$ cat config.mk
export PLATFORM = sky130hd
export DESIGN_NAME = vga_timing_ctrl
export DESIGN_NICKNAME = d
export VERILOG_FILES = /design/src/rtl/vga_pkg.sv /design/src/rtl/vga_axis_cnt.sv /design/src/rtl/vga_timing_ctrl.sv
export SDC_FILE = /design/constraint.sdc
export NUM_CORES = 1
export LEC_CHECK = 0
export ABC_AREA = 1
export BUFFER_PORTS_ARGS = -buffer_cell sky130_fd_sc_hd__buf_2
export CAP_MARGIN = 40
export CORE_MARGIN = 2
export CORE_UTILIZATION = 50
export CTS_CLUSTER_DIAMETER = 200
export DETAILED_ROUTE_END_ITERATION = 12
export PLACE_DENSITY = 0.74
export SETUP_SLACK_MARGIN = 0.1
export SLEW_MARGIN = 0
export SYNTH_ARGS = -nofsm -noshare
export SYNTH_HDL_FRONTEND = slang
export SYNTH_SLANG_ARGS = --single-unit
$ cat constraint.sdc
create_clock -name clk -period 2.6 [get_ports clk]
set_input_delay 0.52 -clock clk [delete_from_list [all_inputs] [get_ports clk]]
set_output_delay 0.52 -clock clk [all_outputs]
set_load 0.1 [all_outputs]
$ cat src/rtl/vga_pkg.sv
// rtl/vga_pkg.sv - VGA timing defaults, raster length helpers and colour-bar table
package vga_pkg;

  localparam int unsigned DEF_H_ACTIVE = 640;
  localparam int unsigned DEF_H_FP     = 16;
  localparam int unsigned DEF_H_SYNC   = 96;
  localparam int unsigned DEF_H_BP     = 48;
  localparam int unsigned DEF_V_ACTIVE = 480;
  localparam int unsigned DEF_V_FP     = 10;
  localparam int unsigned DEF_V_SYNC   = 2;
  localparam int unsigned DEF_V_BP     = 33;
  localparam bit          DEF_HS_POL   = 1'b0;
  localparam bit          DEF_VS_POL   = 1'b0;
  localparam int unsigned DEF_CW       = 4;

  function automatic int unsigned h_tot(input int unsigned act, input int unsigned fp,
                                        input int unsigned sync, input int unsigned bp);
    return act + fp + sync + bp;
  endfunction

  function automatic int unsigned v_tot(input int unsigned act, input int unsigned fp,
                                        input int unsigned sync, input int unsigned bp);
    return act + fp + sync + bp;
  endfunction

  // {r,g,b} channel enables per bar, left to right
  localparam logic [2:0] BAR_RGB [8] = '{3'b000, 3'b001, 3'b010, 3'b011,
                                         3'b100, 3'b101, 3'b110, 3'b111};

endpackage

$ cat src/rtl/vga_axis_cnt.sv
// rtl/vga_axis_cnt.sv - one raster axis: position counter with active/sync region decode
module vga_axis_cnt
  import vga_pkg::*;
#(
  parameter int unsigned ACTIVE = DEF_H_ACTIVE,
  parameter int unsigned FP     = DEF_H_FP,
  parameter int unsigned SYNC   = DEF_H_SYNC,
  parameter int unsigned BP     = DEF_H_BP,
  parameter int unsigned W      = $clog2(ACTIVE + FP + SYNC + BP)
) (
  input  logic         clk,
  input  logic         rst,
  input  logic         en_i,
  output logic [W-1:0] cnt_o,
  output logic         carry_o,
  output logic         active_o,
  output logic         sync_o
);

  localparam int unsigned TOT        = ACTIVE + FP + SYNC + BP;
  localparam int unsigned SYNC_START = ACTIVE + FP;

  logic [W-1:0] cnt_q, cnt_d;
  logic         last;

  assign last = (cnt_q == W'(TOT - 1));

  always_comb begin
    cnt_d = cnt_q;
    if (en_i) cnt_d = last ? '0 : cnt_q + W'(1);
  end

  always_ff @(posedge clk or negedge rst) begin
    if (!rst) cnt_q <= '0;
    else      cnt_q <= cnt_d;
  end

  assign cnt_o    = cnt_q;
  assign carry_o  = en_i & last;
  assign active_o = (cnt_q < W'(ACTIVE));
  assign sync_o   = (cnt_q >= W'(SYNC_START)) && (cnt_q < W'(SYNC_START + SYNC));

endmodule

$ cat src/rtl/vga_timing_ctrl.sv
// rtl/vga_timing_ctrl.sv - VGA timing generator with a two-stage frame-buffer read pipeline
// Define VGA_TESTPAT_EN to add the tp_sel colour-bar test pattern.
module vga_timing_ctrl
  import vga_pkg::*;
#(
  parameter int unsigned H_ACTIVE = DEF_H_ACTIVE,
  parameter int unsigned H_FP     = DEF_H_FP,
  parameter int unsigned H_SYNC   = DEF_H_SYNC,
  parameter int unsigned H_BP     = DEF_H_BP,
  parameter int unsigned V_ACTIVE = DEF_V_ACTIVE,
  parameter int unsigned V_FP     = DEF_V_FP,
  parameter int unsigned V_SYNC   = DEF_V_SYNC,
  parameter int unsigned V_BP     = DEF_V_BP,
  parameter bit          HS_POL   = DEF_HS_POL,
  parameter bit          VS_POL   = DEF_VS_POL,
  parameter int unsigned CW       = DEF_CW
) (
  input  logic                        clk,
  input  logic                        rst,
  input  logic                        pix_en,
`ifdef VGA_TESTPAT_EN
  input  logic                        tp_sel,
`endif
  input  logic [3*CW-1:0]             din,
  output logic [$clog2(V_ACTIVE)-1:0] row,
  output logic [$clog2(H_ACTIVE)-1:0] col,
  output logic                        rdn,
  output logic [CW-1:0]               r,
  output logic [CW-1:0]               g,
  output logic [CW-1:0]               b,
  output logic                        hs,
  output logic                        vs,
  output logic                        de,
  output logic                        frame_start,
  output logic                        line_start
);

  localparam int unsigned HW  = $clog2(h_tot(H_ACTIVE, H_FP, H_SYNC, H_BP));
  localparam int unsigned VW  = $clog2(v_tot(V_ACTIVE, V_FP, V_SYNC, V_BP));
  localparam int unsigned CLW = $clog2(H_ACTIVE);
  localparam int unsigned RW  = $clog2(V_ACTIVE);

  logic [HW-1:0] hcnt;
  logic [VW-1:0] vcnt;
  logic          h_carry, v_carry, h_act, v_act, h_sync, v_sync, rd_req;

  vga_axis_cnt #(.ACTIVE(H_ACTIVE), .FP(H_FP), .SYNC(H_SYNC), .BP(H_BP), .W(HW)) u_hcnt (
    .clk(clk), .rst(rst), .en_i(pix_en), .cnt_o(hcnt), .carry_o(h_carry),
    .active_o(h_act), .sync_o(h_sync)
  );

  vga_axis_cnt #(.ACTIVE(V_ACTIVE), .FP(V_FP), .SYNC(V_SYNC), .BP(V_BP), .W(VW)) u_vcnt (
    .clk(clk), .rst(rst), .en_i(h_carry), .cnt_o(vcnt), .carry_o(v_carry),
    .active_o(v_act), .sync_o(v_sync)
  );

  // sof_q marks that the counters currently sit at (0,0)
  logic           sof_q, sof_d;
  logic [CLW-1:0] col_q, col_d;
  logic [RW-1:0]  row_q, row_d;
  logic           rdn_q, rdn_d, hsy_q, hsy_d, vsy_q, vsy_d, sol_q, sol_d, fs1_q, fs1_d;
  logic [CW-1:0]  r_q, r_d, g_q, g_d, b_q, b_d;
  logic           hs_q, hs_d, vs_q, vs_d, de_q, de_d, fs_q, fs_d, ls_q, ls_d;
`ifdef VGA_TESTPAT_EN
  logic           tp_q, tp_d;
  logic [2:0]     bar_q, bar_d;

  assign rd_req = h_act & v_act & ~tp_sel;
`else
  assign rd_req = h_act & v_act;
`endif

  always_comb begin
    sof_d = v_carry;
    col_d = rd_req ? CLW'(hcnt) : col_q;
    row_d = rd_req ? RW'(vcnt) : row_q;
    rdn_d = ~rd_req;
    hsy_d = h_sync;
    vsy_d = v_sync;
    sol_d = (hcnt == '0);
    fs1_d = sof_q;
    hs_d  = hsy_q ? HS_POL : ~HS_POL;
    vs_d  = vsy_q ? VS_POL : ~VS_POL;
    ls_d  = sol_q;
    fs_d  = fs1_q;
    de_d  = ~rdn_q;
    {b_d, g_d, r_d} = rdn_q ? '0 : din;
`ifdef VGA_TESTPAT_EN
    tp_d  = h_act & v_act & tp_sel;
    bar_d = BAR_RGB[3'(hcnt / HW'(H_ACTIVE / 8))];
    if (tp_q) begin
      de_d = 1'b1;
      r_d  = {CW{bar_q[2]}};
      g_d  = {CW{bar_q[1]}};
      b_d  = {CW{bar_q[0]}};
    end
`endif
  end

  always_ff @(posedge clk or negedge rst) begin
    if (!rst) begin
      sof_q <= 1'b1;
      col_q <= '0;
      row_q <= '0;
      rdn_q <= 1'b1;
      hsy_q <= 1'b0;
      vsy_q <= 1'b0;
      sol_q <= 1'b0;
      fs1_q <= 1'b0;
      r_q   <= '0;
      g_q   <= '0;
      b_q   <= '0;
      hs_q  <= ~HS_POL;
      vs_q  <= ~VS_POL;
      de_q  <= 1'b0;
      fs_q  <= 1'b0;
      ls_q  <= 1'b0;
`ifdef VGA_TESTPAT_EN
      tp_q  <= 1'b0;
      bar_q <= '0;
`endif
    end else if (pix_en) begin
      sof_q <= sof_d;
      col_q <= col_d;
      row_q <= row_d;
      rdn_q <= rdn_d;
      hsy_q <= hsy_d;
      vsy_q <= vsy_d;
      sol_q <= sol_d;
      fs1_q <= fs1_d;
      r_q   <= r_d;
      g_q   <= g_d;
      b_q   <= b_d;
      hs_q  <= hs_d;
      vs_q  <= vs_d;
      de_q  <= de_d;
      fs_q  <= fs_d;
      ls_q  <= ls_d;
`ifdef VGA_TESTPAT_EN
      tp_q  <= tp_d;
      bar_q <= bar_d;
`endif
    end
  end

  assign row         = row_q;
  assign col         = col_q;
  assign rdn         = rdn_q;
  assign r           = r_q;
  assign g           = g_q;
  assign b           = b_q;
  assign hs          = hs_q;
  assign vs          = vs_q;
  assign de          = de_q;
  assign frame_start = fs_q;
  assign line_start  = ls_q;

endmodule

==> out/results.tsv <==
metric	value	unit
synth_top_area_share	52.5	%
status	completed	
seq_power_share	34.5	%
yosys.cell_types.count	26	
min_period	1.86	ns
grt_max_degree	39	
cp_slowest_cell	dfstp_2	
cts-resized-gates	0	
finalSetupViolCount	0	
drt_iter0_markers	117	
r2r_start	u_hcnt.cnt_o[0]	
path_max_fanout	3	
drcViolationCount	0	
cts_tree	done	
skew	0.00760	ns
crit_family	flip-flops	
leakage	1.69	nW
final_core_util	59.8	%
worstMarginPinSlew	0.604	ns
die-area	6140	um^2
rsz0062_at_grt	false	
start_util	50.9	%
hold_class	in -> async	
path_buf_inv	1	
syn_nets	341	
grt_util_met3	5.86	%
vias	2208	
p_clk_share	22.0	%
synth_edf_count	0	
cts_made_buffers	9	
cp-start-kind	flip-flop	
tns	0	ns
ys_ff_latch	62	
clock_sinks	62	
antenna_found_initial	0	
syn2layout_area_growth	17.6	%
syn_area	2770	um^2
ys_seq_area_share	56.3	%
maxCapViolCount	0	
firstDrtPassIters	4	
numPortBuffers	51	
h-tree-depth	3	
grt_pass1_vias	2040	
dpl.hpwl	3.93	mm
die_x	78.4	um
grt_pass1_wl	9.48	mm
wirelength	5.37	mm
viasPerCell	4.88	
power-per-cell-area	1190	nW/um^2
clockBufferDepth	2	
wl_per_cell	11.9	um
gp_congestion	0.819	
drive_gt1_share	21.3	%
dominantRegCellSynth	dfrtp_1	
vdd_drop_max	762	uV
worstPathCellList	buf_2	
rows	27	
yosysWarnings	0	
worstSkewPairLatency	0.34	ns
grt_util_met1	28.6	%
synth_area_leader_cell	dfrtp_1	
fin_nets	395	
crit_required	2.08	ns
grt-busiest-layer	met1	
power_switching	1.93	mW
worstPathArrival	1.34	ns
period_share	71.3	%
async_reset_ff_share	100	%
n_antenna_cell	0	
hold_buffers	0	
internal-power	1.95	mW
grt-ovfl-total	0	
grt_use_met2	27.6	%
synth_cells	322	
synth_area_leaders	dfrtp_1 52%, nand2_1 11%, o21ai_0 6.9%, inv_1 5.6%, dfstp_2 3.8%	
startpoint	rdn	
core_area	5440	um^2
timing.fmax	539	MHz
end_kind	primary output	
io_pins	52	
clk_pin_slew	0.06	ns
swShare	49.7	%
drtAntennaViolNets	0	
p_comb_share	43.5	%
cpPeakStageDelay	0.56	ns
crit_type	reg -> out	
hold_viol	0	
relSlewSlack	59.6	%
grtUsageTotal	19.9	%
post_cts_buffers	0	
postSynthAreaPerCell	8.59	um^2
die_h	78.4	um
slew_viol_final	0	
clockRootBuffer	clkbuf_8	
## per-stage QoR
step	worst slack (ns)	hold slack (ns)	total power, mW	cells	area [um^2]
after global placement	0.837	0.425	3.04	437	3050
after floorplan	1.18	0.224	2.81	322	2770
final	0.745	0.0731	3.89	452	3250
after detailed placement	0.799	0.438	3.06	437	3050
after global routing	0.658	0.0816	4.09	452	3250
after CTS	0.732	0.0706	3.93	452	3250
## cell usage in the layout, fill, tap and decap left out, types with 2 or more instances in the layout
master,instances
nor2_1,27
dfrtp_1,58
nor3_1,4
o21ai_1,10
buf_2,51
o21ai_2,2
inv_1,41
nand2_1,83
nand4_1,8
a21oi_1,2
o21ai_0,38
nand2_2,2
dfstp_2,4
nand3_1,18
clkbuf_1,2
buf_4,3
ha_1,4
nor2_2,2
inv_2,2
clkbuf_8,12
xor2_1,3
## per-layer routing
metal | wire length (um) | share of wire, %
met4 | 80 | 1.5
met2 | 2230 | 41
met5 | 0 | 0
met3 | 369 | 6.9
met1 | 2690 | 50
## flip-flops by register name, summed over array words and instances (netlist names)
signal,cells
rdn,1
u_hcnt.cnt_o,10
col,10
frame_start,1
line_start,1
hs,1
ls_d,1
vs,1
r,4
vsy_q,1
g,4
hsy_q,1
u_vcnt.cnt_o,10
fs1_q,1
de,1
row,9
fs1_d,1
b,4
## cells in the mapped netlist (2+ instances only)
master	instances
o21ai_0	38
nor2_2	2
dfstp_2	4
nor2_1	27
buf_2	2
o21ai_1	10
xor2_1	3
dfrtp_1	58
nand4_1	8
ha_1	4
a21oi_1	2
clkbuf_1	3
buf_6	3
nand2_1	83
inv_2	2
nand2_2	2
inv_1	41
o21ai_2	2
nor3_1	4
nand3_1	18
## worst paths after layout
path / slack, ns / depth (start not counted) / endpoint
min in group clk: 0.43 / 3 / b[1]
worst max register to register: 0.92 / 7 / u_vcnt.cnt_o[8]
worst min register to register: 0.45 / 1 / vs
worst max-delay path: 0.74 / 1 / rdn
worst min-delay path: 0.07 / 1 / g[0]
max in group asynchronous: 1.85 / 2 / vs
## power groups by stage
stage	combinational [mW]	clock [mW]	sequential, mW
final	1.69	0.854	1.34
after CTS	1.71	0.879	1.34
after global placement	1.68	0	1.36
after floorplan	0.411	0	2.40
after global routing	1.79	0.922	1.37
after detailed placement	1.71	0	1.35
## kinds of logic after synthesis
group | share of synthesized area, %
adders and majority gates | 1.81
and+or+nand+nor | 22.5
xor gates and xnor gates | 0.950
DFF | 56.3
buffers and inverters | 8.82
AOI/OAI and AO/OA | 9.68
## final cells by class
type | instances | area (um^2)
Clock buffer | 14 | 173
Multi-Input combinational cell | 206 | 966
Clock inverter | 1 | 30.0
Sequential cell | 62 | 1560
Tap cell | 72 | 90.1
Inverter | 43 | 161
Timing Repair Buffer | 54 | 278
Fill cell | 516 | 2180
(Power assumes the default switching activity.)
